### config.mk
export PLATFORM = sky130hd
export DESIGN_NAME = cpu_controller
export DESIGN_NICKNAME = d
export VERILOG_FILES = /design/src/rtl/cpu_pkg.sv /design/src/rtl/cond_eval.sv /design/src/rtl/cpu_controller.sv
export SDC_FILE = /design/constraint.sdc
export NUM_CORES = 1
export LEC_CHECK = 0
export BUFFER_PORTS_ARGS = -buffer_cell sky130_fd_sc_hd__buf_2
export CAP_MARGIN = 20
export CORE_MARGIN = 3
export CORE_UTILIZATION = 48
export CTS_CLUSTER_SIZE = 14
export DETAILED_ROUTE_END_ITERATION = 8
export MAX_ROUTING_LAYER = met4
export PLACE_DENSITY = 0.83
export SLEW_MARGIN = 10
export SYNTH_ARGS = -nofsm -noshare
export SYNTH_HDL_FRONTEND = slang
export SYNTH_HIERARCHICAL = 1
export SYNTH_SLANG_ARGS = --single-unit
### constraint.sdc
create_clock -name clk -period 3.9 [get_ports clk]
set_input_delay 0.585 -clock clk [delete_from_list [all_inputs] [get_ports clk]]
set_output_delay 0.585 -clock clk [all_outputs]
set_load 0.02 [all_outputs]
### src/rtl/cpu_pkg.sv
// Shared definitions for the multicycle CPU control unit: state encoding,
// instruction field codes, branch conditions and PSR bit positions.
package cpu_pkg;

    typedef enum logic [2:0] {
        FETCH     = 3'd0,
        DECODE    = 3'd1,
        EXECUTE   = 3'd2,
        MEM_ADDR  = 3'd3,
        MEM_LOAD  = 3'd4,
        MEM_STORE = 3'd5,
        BRANCH    = 3'd6
    } cpu_state_t;

    localparam logic [3:0] OP_RTYPE  = 4'b0000;
    localparam logic [3:0] OP_MEM    = 4'b0100;
    localparam logic [3:0] OP_BCOND  = 4'b1100;

    // ALU codes double as R-type ext values and immediate-form opcodes
    localparam logic [3:0] ALU_AND   = 4'b0001;
    localparam logic [3:0] ALU_OR    = 4'b0010;
    localparam logic [3:0] ALU_XOR   = 4'b0011;
    localparam logic [3:0] ALU_ADD   = 4'b0101;
    localparam logic [3:0] ALU_SUB   = 4'b1001;
    localparam logic [3:0] ALU_CMP   = 4'b1011;
    localparam logic [3:0] ALU_MOV   = 4'b1101;

    localparam logic [3:0] EXT_LOAD  = 4'b0000;
    localparam logic [3:0] EXT_STOR  = 4'b0100;
    localparam logic [3:0] EXT_JCOND = 4'b1100;

    localparam logic [3:0] COND_EQ   = 4'b0000;
    localparam logic [3:0] COND_NE   = 4'b0001;
    localparam logic [3:0] COND_CS   = 4'b0010;
    localparam logic [3:0] COND_CC   = 4'b0011;
    localparam logic [3:0] COND_GT   = 4'b0110;
    localparam logic [3:0] COND_LE   = 4'b0111;
    localparam logic [3:0] COND_FS   = 4'b1000;
    localparam logic [3:0] COND_FC   = 4'b1001;
    localparam logic [3:0] COND_LO   = 4'b1010;
    localparam logic [3:0] COND_HS   = 4'b1011;
    localparam logic [3:0] COND_UC   = 4'b1110;

    localparam int PSR_C = 4;
    localparam int PSR_L = 3;
    localparam int PSR_F = 2;
    localparam int PSR_N = 1;
    localparam int PSR_Z = 0;

    function automatic logic isAluCode(input logic [3:0] code);
        return code inside {ALU_AND, ALU_OR, ALU_XOR, ALU_ADD, ALU_SUB, ALU_CMP, ALU_MOV};
    endfunction

    function automatic logic setsFlags(input logic [3:0] code);
        return code inside {ALU_ADD, ALU_SUB, ALU_CMP};
    endfunction

    // Arithmetic immediates and branch displacements are signed; logic/move immediates are not
    function automatic logic signExtends(input logic [3:0] opcode);
        return opcode inside {ALU_ADD, ALU_SUB, ALU_CMP, OP_BCOND};
    endfunction

endpackage

### src/rtl/cond_eval.sv
// Branch condition evaluator: maps a 4-bit condition field and the latched
// PSR onto a taken/not-taken decision.
module cond_eval
    import cpu_pkg::*;
(
    input  logic [4:0] psr,
    input  logic [3:0] cond,
    output logic       taken
);

    always_comb begin
        case (cond)
            COND_EQ: taken = psr[PSR_Z];
            COND_NE: taken = !psr[PSR_Z];
            COND_CS: taken = psr[PSR_C];
            COND_CC: taken = !psr[PSR_C];
            COND_GT: taken = psr[PSR_N];
            COND_LE: taken = !psr[PSR_N];
            COND_FS: taken = psr[PSR_F];
            COND_FC: taken = !psr[PSR_F];
            COND_LO: taken = psr[PSR_L];
            COND_HS: taken = !psr[PSR_L];
            COND_UC: taken = 1'b1;
            default: taken = 1'b0;
        endcase
    end

endmodule

### src/rtl/cpu_controller.sv
// Multicycle control unit: fetches into the IR, decodes fields, sequences the
// datapath strobes and selects per state, and owns the PSR flags.
module cpu_controller
    import cpu_pkg::*;
#(
    parameter int REG_WIDTH     = 16,
    parameter int REG_ADDR_BITS = 4
) (
    input  logic                     clk,
    input  logic                     reset,
    input  logic [15:0]              instr,
    input  logic [4:0]               flagsIn,
    output logic [REG_ADDR_BITS-1:0] regAddressA,
    output logic [REG_ADDR_BITS-1:0] regAddressB,
    output logic [REG_WIDTH-1:0]     immediate,
    output logic [3:0]               aluOpCode,
    output logic                     instrType,
    output logic                     srcAddressRegEnable,
    output logic                     dstAddressRegEnable,
    output logic                     immediateRegEnable,
    output logic                     regWriteEnable,
    output logic                     regWriteSelect,
    output logic                     aluInputAMuxSelect,
    output logic                     aluInputBMuxSelect,
    output logic                     aluOutputRegEnable,
    output logic                     pcEnable,
    output logic [1:0]               pcSourceSelect,
    output logic                     memAddrSelect,
    output logic                     memWriteEnable,
    output logic [4:0]               flags
);

    cpu_state_t  stateReg;
    logic [15:0] irReg;
    logic [4:0]  psrReg;

    logic [15:0] decodeWord;
    logic [3:0]  opcode;
    logic [3:0]  ext;
    logic [3:0]  aluCode;
    logic        isRType;
    logic        isImmType;
    logic        isAlu;
    logic        isLoad;
    logic        isStore;
    logic        isJcond;
    logic        isBcond;
    logic        flagOp;
    logic        taken;

    // In DECODE the fresh memory word is decoded directly so the address and
    // immediate capture strobes see the new fields; afterwards the IR is used.
    assign decodeWord = (stateReg == DECODE) ? instr : irReg;
    assign opcode     = decodeWord[15:12];
    assign ext        = decodeWord[7:4];

    assign isRType   = (opcode == OP_RTYPE) && isAluCode(ext);
    assign isImmType = isAluCode(opcode);
    assign isAlu     = isRType || isImmType;
    assign isLoad    = (opcode == OP_MEM) && (ext == EXT_LOAD);
    assign isStore   = (opcode == OP_MEM) && (ext == EXT_STOR);
    assign isJcond   = (opcode == OP_MEM) && (ext == EXT_JCOND);
    assign isBcond   = (opcode == OP_BCOND);

    // Bcond computes PC + displacement through the ALU
    assign aluCode = (opcode == OP_RTYPE) ? ext : (isBcond ? ALU_ADD : opcode);
    assign flagOp  = isAlu && setsFlags(aluCode);

    assign regAddressA = decodeWord[8 +: REG_ADDR_BITS];
    assign regAddressB = decodeWord[0 +: REG_ADDR_BITS];
    assign immediate   = signExtends(opcode)
                       ? {{(REG_WIDTH-8){decodeWord[7]}}, decodeWord[7:0]}
                       : {{(REG_WIDTH-8){1'b0}}, decodeWord[7:0]};
    assign aluOpCode   = aluCode;
    assign instrType   = isImmType || isBcond;
    assign flags       = psrReg;

    cond_eval condEval (
        .psr   (psrReg),
        .cond  (decodeWord[11:8]),
        .taken (taken)
    );

    always_ff @(posedge clk) begin
        if (reset) begin
            stateReg <= FETCH;
            irReg    <= '0;
            psrReg   <= '0;
        end else begin
            case (stateReg)
                FETCH: stateReg <= DECODE;
                DECODE: begin
                    irReg <= instr;
                    if (isAlu)
                        stateReg <= EXECUTE;
                    else if (isLoad)
                        stateReg <= MEM_ADDR;
                    else if (isStore)
                        stateReg <= MEM_STORE;
                    else if (isJcond || isBcond)
                        stateReg <= BRANCH;
                    else
                        stateReg <= FETCH;
                end
                EXECUTE: begin
                    if (flagOp)
                        psrReg <= flagsIn;
                    stateReg <= FETCH;
                end
                MEM_ADDR: stateReg <= MEM_LOAD;
                default:  stateReg <= FETCH;
            endcase
        end
    end

    always_comb begin
        srcAddressRegEnable = 1'b0;
        dstAddressRegEnable = 1'b0;
        immediateRegEnable  = 1'b0;
        regWriteEnable      = 1'b0;
        regWriteSelect      = 1'b0;
        aluInputAMuxSelect  = 1'b0;
        aluInputBMuxSelect  = 1'b0;
        aluOutputRegEnable  = 1'b0;
        pcEnable            = 1'b0;
        pcSourceSelect      = 2'd0;
        memAddrSelect       = 1'b0;
        memWriteEnable      = 1'b0;
        // Reset masks every strobe immediately, even mid-instruction
        if (!reset) begin
            case (stateReg)
                DECODE: begin
                    srcAddressRegEnable = 1'b1;
                    dstAddressRegEnable = 1'b1;
                    immediateRegEnable  = 1'b1;
                    pcEnable            = 1'b1;
                    pcSourceSelect      = 2'd0;
                end
                EXECUTE: begin
                    aluOutputRegEnable = 1'b1;
                    regWriteEnable     = (aluCode != ALU_CMP);
                    regWriteSelect     = 1'b0;
                    aluInputBMuxSelect = isImmType;
                end
                MEM_ADDR: memAddrSelect = 1'b1;
                MEM_LOAD: begin
                    memAddrSelect  = 1'b1;
                    regWriteSelect = 1'b1;
                    regWriteEnable = 1'b1;
                end
                MEM_STORE: begin
                    memAddrSelect  = 1'b1;
                    memWriteEnable = 1'b1;
                end
                BRANCH: begin
                    pcEnable = taken;
                    if (isBcond) begin
                        pcSourceSelect     = 2'd1;
                        aluInputAMuxSelect = 1'b1;
                        aluInputBMuxSelect = 1'b1;
                    end else begin
                        pcSourceSelect = 2'd2;
                    end
                end
                default: ;
            endcase
        end
    end

endmodule
Word-level counts from Yosys, hierarchy flattened
Cells that the tools add are included.

Shift operators: 0. Bitwise logic cells: 0. Magnitude comparators: 0. Equality and inequality tests: 38. Divide/modulo/power cells: 0. Reduce and logical (&&, ||, !) cells: 23. Muxes and demuxes: 32. Add/subtract/negate cells: 0. Multiply operators: 0.

Operators by type and width (number): == test 4 bit, second input constant (15); two-way mux 16 bit (2); == test 4 x 3 -> 1 bit, second input constant (7); == test 4 x 2 -> 1 bit, second input constant (6); two-way mux 1 bit (16); nonzero test 7 bit (2); == test 4 x 1 -> 1 bit, second input constant (3); logical NOT 4 bit (3); two-way mux 3 bit (4); case mux 1 bit (11 select lines) (1); == test 3 bit, second input constant (3); case mux 3 bit (3 select lines) (1); two-way mux 4 bit (2); == test 3 x 2 -> 1 bit, second input constant (2); two-way mux 2 bit (3); case mux 1 bit (2 select lines) (3); logical AND 1 bit (5); logical NOT 1 bit (5); != test 4 bit, second input constant (1); nonzero test 4 bit (1); == test 3 x 1 -> 1 bit, second input constant (1); logical NOT 3 bit (1); logical OR 1 bit (3); nonzero test 3 bit (1); other kinds (2) (2).

Memory bits (read-only): 0. Memories kept: 0. Register bits after elaboration: 24. Bits in writable memories: 0. Input port bits: 23. Bits in latches: 0.

Longest topological paths before layout
Depth in word-level cells: 10. Gate-level depth with buffers: 11. Depth with buffers taken out: 8.

Modules after synthesis
The synthesis kept the hierarchy.

By module, submodules not included: cpu_controller (instances 1, area each 1634.1 µm², cells an instance 215); cond_eval (instances 1, area each 88.8 µm², cells an instance 10).

Worst setup path before layout
Ideal clock, no wire load.

Path type: register to output. Start: register stateReg[1]. End: output port pcEnable. Data arrival time: 2557 ps. Stages on the path, launching flop included: 12. Slack: 758 ps. Cell sequence: dfxtp_1 buf_6 nor3b_1 buf_2 clkbuf_1 nand2_1 nand2_1 mux2i_1 xor2_1 o311ai_2 nand3_1 a21oi_1.

Cells in the longest elaborated chain, start to end: 6.

Ends and longest elaborated chain: from (decl) (RTL line cpu_controller.sv:33) `cpu_state_t stateReg;`; from (signal assigned) (RTL line cpu_controller.sv:86) `stateReg <= FETCH;`; from (signal assigned) (RTL line cpu_controller.sv:91) `FETCH: stateReg <= DECODE;`; from (signal assigned) (RTL line cpu_controller.sv:95) `stateReg <= EXECUTE;`; == test 3 x 1 -> 1 bit (*) (RTL line cpu_controller.sv:53) `assign decodeWord = (stateReg == DECODE) ? instr : irReg;`; two-way mux 16 bit (*); named net decodeWord[11] (RTL line cpu_controller.sv:37) `logic [15:0] decodeWord;`; == test 4 bit (tied with other cells) (RTL line cond_eval.sv:12) `case (cond)`; case mux 1 bit (11 select lines) (*) (RTL line cond_eval.sv:12); named net taken (RTL line cpu_controller.sv:49) `logic taken;`; case mux 1 bit (2 select lines) (*) (RTL line cpu_controller.sv:131) `case (stateReg)`; two-way mux 1 bit (*) (RTL line cpu_controller.sv:130) `if (!reset) begin`; to (decl) (RTL line cpu_controller.sv:26) `output logic pcEnable,`.

The timed path passes the listed nets; every way through them passes the cells marked *.

Worst setup path after layout
Start: register stateReg[0]. End: output port pcEnable.

Cells in the longest elaborated chain, start to end: 6.

Ends and longest elaborated chain (RTL line): == test 3 x 1 -> 1 bit (*) (cpu_controller.sv:53); two-way mux 16 bit (*); == test 4 bit (tied with other cells) (cond_eval.sv:12); case mux 1 bit (11 select lines) (*) (cond_eval.sv:12); named net taken (cpu_controller.sv:49); case mux 1 bit (2 select lines) (*) (cpu_controller.sv:131); two-way mux 1 bit (*) (cpu_controller.sv:130).

Marked as above.

==> impl_metrics.env <==
export IMPL_status="complete, no violations"
export IMPL_die_h_microns=65.91
export IMPL_synthArstFlopShare=0
export IMPL_grt_start_max_net_pins=35
export IMPL_grt_util_all_layers=0.1908
export IMPL_crit_fanout=9
export IMPL_fin_crit_sh=0.8566
export IMPL_yosys_register_bits=24
export IMPL_cp_common_cell="nand2_1"
export IMPL_first_global_vias=1359
export IMPL_gp_congestion=0.9141
export IMPL_dieArea_sq_um=4344
export IMPL_syn_area_per_cell_sq_um=7.657
export IMPL_rsz0062_at_grt="no"
export IMPL_synth_cell_area_sq_um=1723
export IMPL_fmax_mhz=299.3
export IMPL_clock_latency_ps=310
export IMPL_post_cts_buffers=0
export IMPL_antenna_left=0
export IMPL_crit_chain="nor3b_2, nand2_1, nand2_1, mux2i_1, xor2_1, o311ai_2, nand3_1, a21oi_1, buf_2"
export IMPL_clock_skew_ps=8.125
export IMPL_antenna_cells=0
export IMPL_core_area_sq_um=3390
export IMPL_leakage_nw=0.9995
export IMPL_drt_total_wl_mm=4.216
export IMPL_hold_viol_final=0
export IMPL_fin_crit_ps=3341
export IMPL_fin_setup_tns_ps=0
export IMPL_worstPathArrival_ps=2760
export IMPL_seq_area_frac_synth=0.2789
export IMPL_die_w_microns=65.91
export IMPL_ios=70
export IMPL_grt_overflow_total=0
export IMPL_crit_required_ps=3310
export IMPL_p_per_area_nw_per_um2=378.3
export IMPL_ys_top_cells_by_count="nand2_1, buf_4, dfxtp_1"
export IMPL_syn_inst=225
export IMPL_synth_area_leader_cell="dfxtp_1"
export IMPL_place_hpwl_mm=3.207
export IMPL_place_area_sq_um=1897
export IMPL_pre_cts_slack_ps=952.7
export IMPL_setup_worst_path_class="register to primary output"
export IMPL_synth_top_area_frac=0.2789
export IMPL_cts_tree="yes"
export IMPL_layout_drive_gt1_share=0.3106
export IMPL_avgRoutedWirePerCell_microns=13.60
export IMPL_cp_buffers_inverters=1
export IMPL_vdd_drop_max_uv=158.7
export IMPL_drtPass1Iterations=4
export IMPL_io_buffers=69
export IMPL_relSlewSlack=0.5557
export IMPL_cts_buffers=3
export IMPL_yosysWarnings=6
export IMPL_fin_nets=289
export IMPL_final_util=0.5663
export IMPL_synthDistinctLibCells=44
export IMPL_drtIter0Drc=55
export IMPL_cts_num_sinks=24
export IMPL_nFillCells=324
export IMPL_initial_utilization=0.5083
export IMPL_total_power_mw=0.7261
export IMPL_hold_class="register to register"
export IMPL_setup_viol=0
export IMPL_layout_setup_ws_ps=559.1
export IMPL_endpoint_kind="primary output"
export IMPL_drv_slew=0
export IMPL_htree_levels=1
export IMPL_yosysMostFrequentCell="nand2_1"
export IMPL_synthFlopType="dfxtp_1"
export IMPL_drc_errors=0
export IMPL_area_growth_pct=11.40
export IMPL_cts_resized=0
export IMPL_viasPerCell=5.135
export IMPL_slowest_stage="nor3b_2"
export IMPL_ctsHoldBuffers=0
export IMPL_synth_edf_count=0
export IMPL_grt_pass1_wl_mm=6.368
export IMPL_antenna_found_initial=0
export IMPL_final_cells=310
export IMPL_cp_top_family="simple AND/OR/NAND/NOR gates"
export IMPL_clk_path_buf_depth=2
export IMPL_slowest_delay_ps=600
export IMPL_placedCellCount=307
export IMPL_synth_nets=248
export IMPL_tightest_slew_ps=663.5
export IMPL_cp_start_kind="register"
export IMPL_finalInstanceArea_sq_um=1919
export IMPL_fp_row_count=21
export IMPL_path_clk_slew_ps=130
export IMPL_yosys_top_cells_area="dfxtp_1, buf_4, mux2i_1"
export IMPL_drv_cap=0
export IMPL_route_vias_total=1592
export IMPL_clockRootBuffer="clkbuf_4"
export IMPL_whs_ps=519.3
[worst paths after layout]
path,to,from,cells past startpoint,slack [ps]
max reg2reg,flags[3]$_SDFFE_PP0P_,stateReg[0]$_SDFF_PP0_,6,1400
max,pcEnable,stateReg[0]$_SDFF_PP0_,9,560
min,flags[4]$_SDFFE_PP0P_,flags[4]$_SDFFE_PP0P_,2,520
min reg2reg,flags[4]$_SDFFE_PP0P_,flags[4]$_SDFFE_PP0P_,2,520
[cells by family (layout without fill, tap and decap cells)]
group,after synthesis,count (layout),synth area share
xor+xnor,3,3,0.01525
mux,17,17,0.1017
compound gates,31,31,0.1293
simple gates,106,106,0.3130
buf+inv,44,83,0.1619
flops,24,24,0.2789
[worst reg2reg max path: cells and delay by family (launching register included)]
kind / cells / cell delay [ps]
buffers and inverters: 1 / 350
DFF: 1 / 430
and+or+nand+nor: 2 / 1000
AOI/OAI and AO/OA: 2 / 420
muxes: 1 / 230
[flip-flops by register name (all words and copies together) (netlist names)]
signal and cells:
stateReg 3, irReg 16, flags 5
[cell type report]
cell class                 instances  area [sq um]  area share
timing repair buffer              70         352.8      0.1838
clock buffer                       3         22.52     0.01173
tap                               46         57.56     0.02999
multi-input combinational        157         968.4      0.5046
inverter                          10         37.54     0.01956
sequential                        24         480.5      0.2503
[cell usage in the layout (no fill, tap or decap), drive strengths merged, types with 4 or more instances in the layout]
cell type	synthesis	final
nand2b	11	11
a21oi	10	10
nor3	5	5
mux2i	16	16
inv	10	10
o21ai	4	4
nand2	33	33
buf	29	70
nor2	23	23
dfxtp	24	24
nor2b	13	13
[power by group]
| group | leakage (nW) | switching (mW) | total, mW | internal [mW] |
|---|---|---|---|---|
| sequential | 0.196 | 0.0185 | 0.283 | 0.265 |
| clock | 0.0138 | 0.0710 | 0.107 | 0.0360 |
| combinational | 0.790 | 0.214 | 0.336 | 0.122 |
| total | 1.00 | 0.303 | 0.726 | 0.423 |
[routing by layer]
layer / vias up / global-route usage / share of wire
met1: 723 / 0.2655 / 0.47
li1: 807 / - / -
met3: 6 / 0.02381 / 0.057
met2: 56 / 0.2916 / 0.46
met5: - / - / 0
met4: 0 / 0.04922 / 0.013
Power figures use the tool's default switching activity.
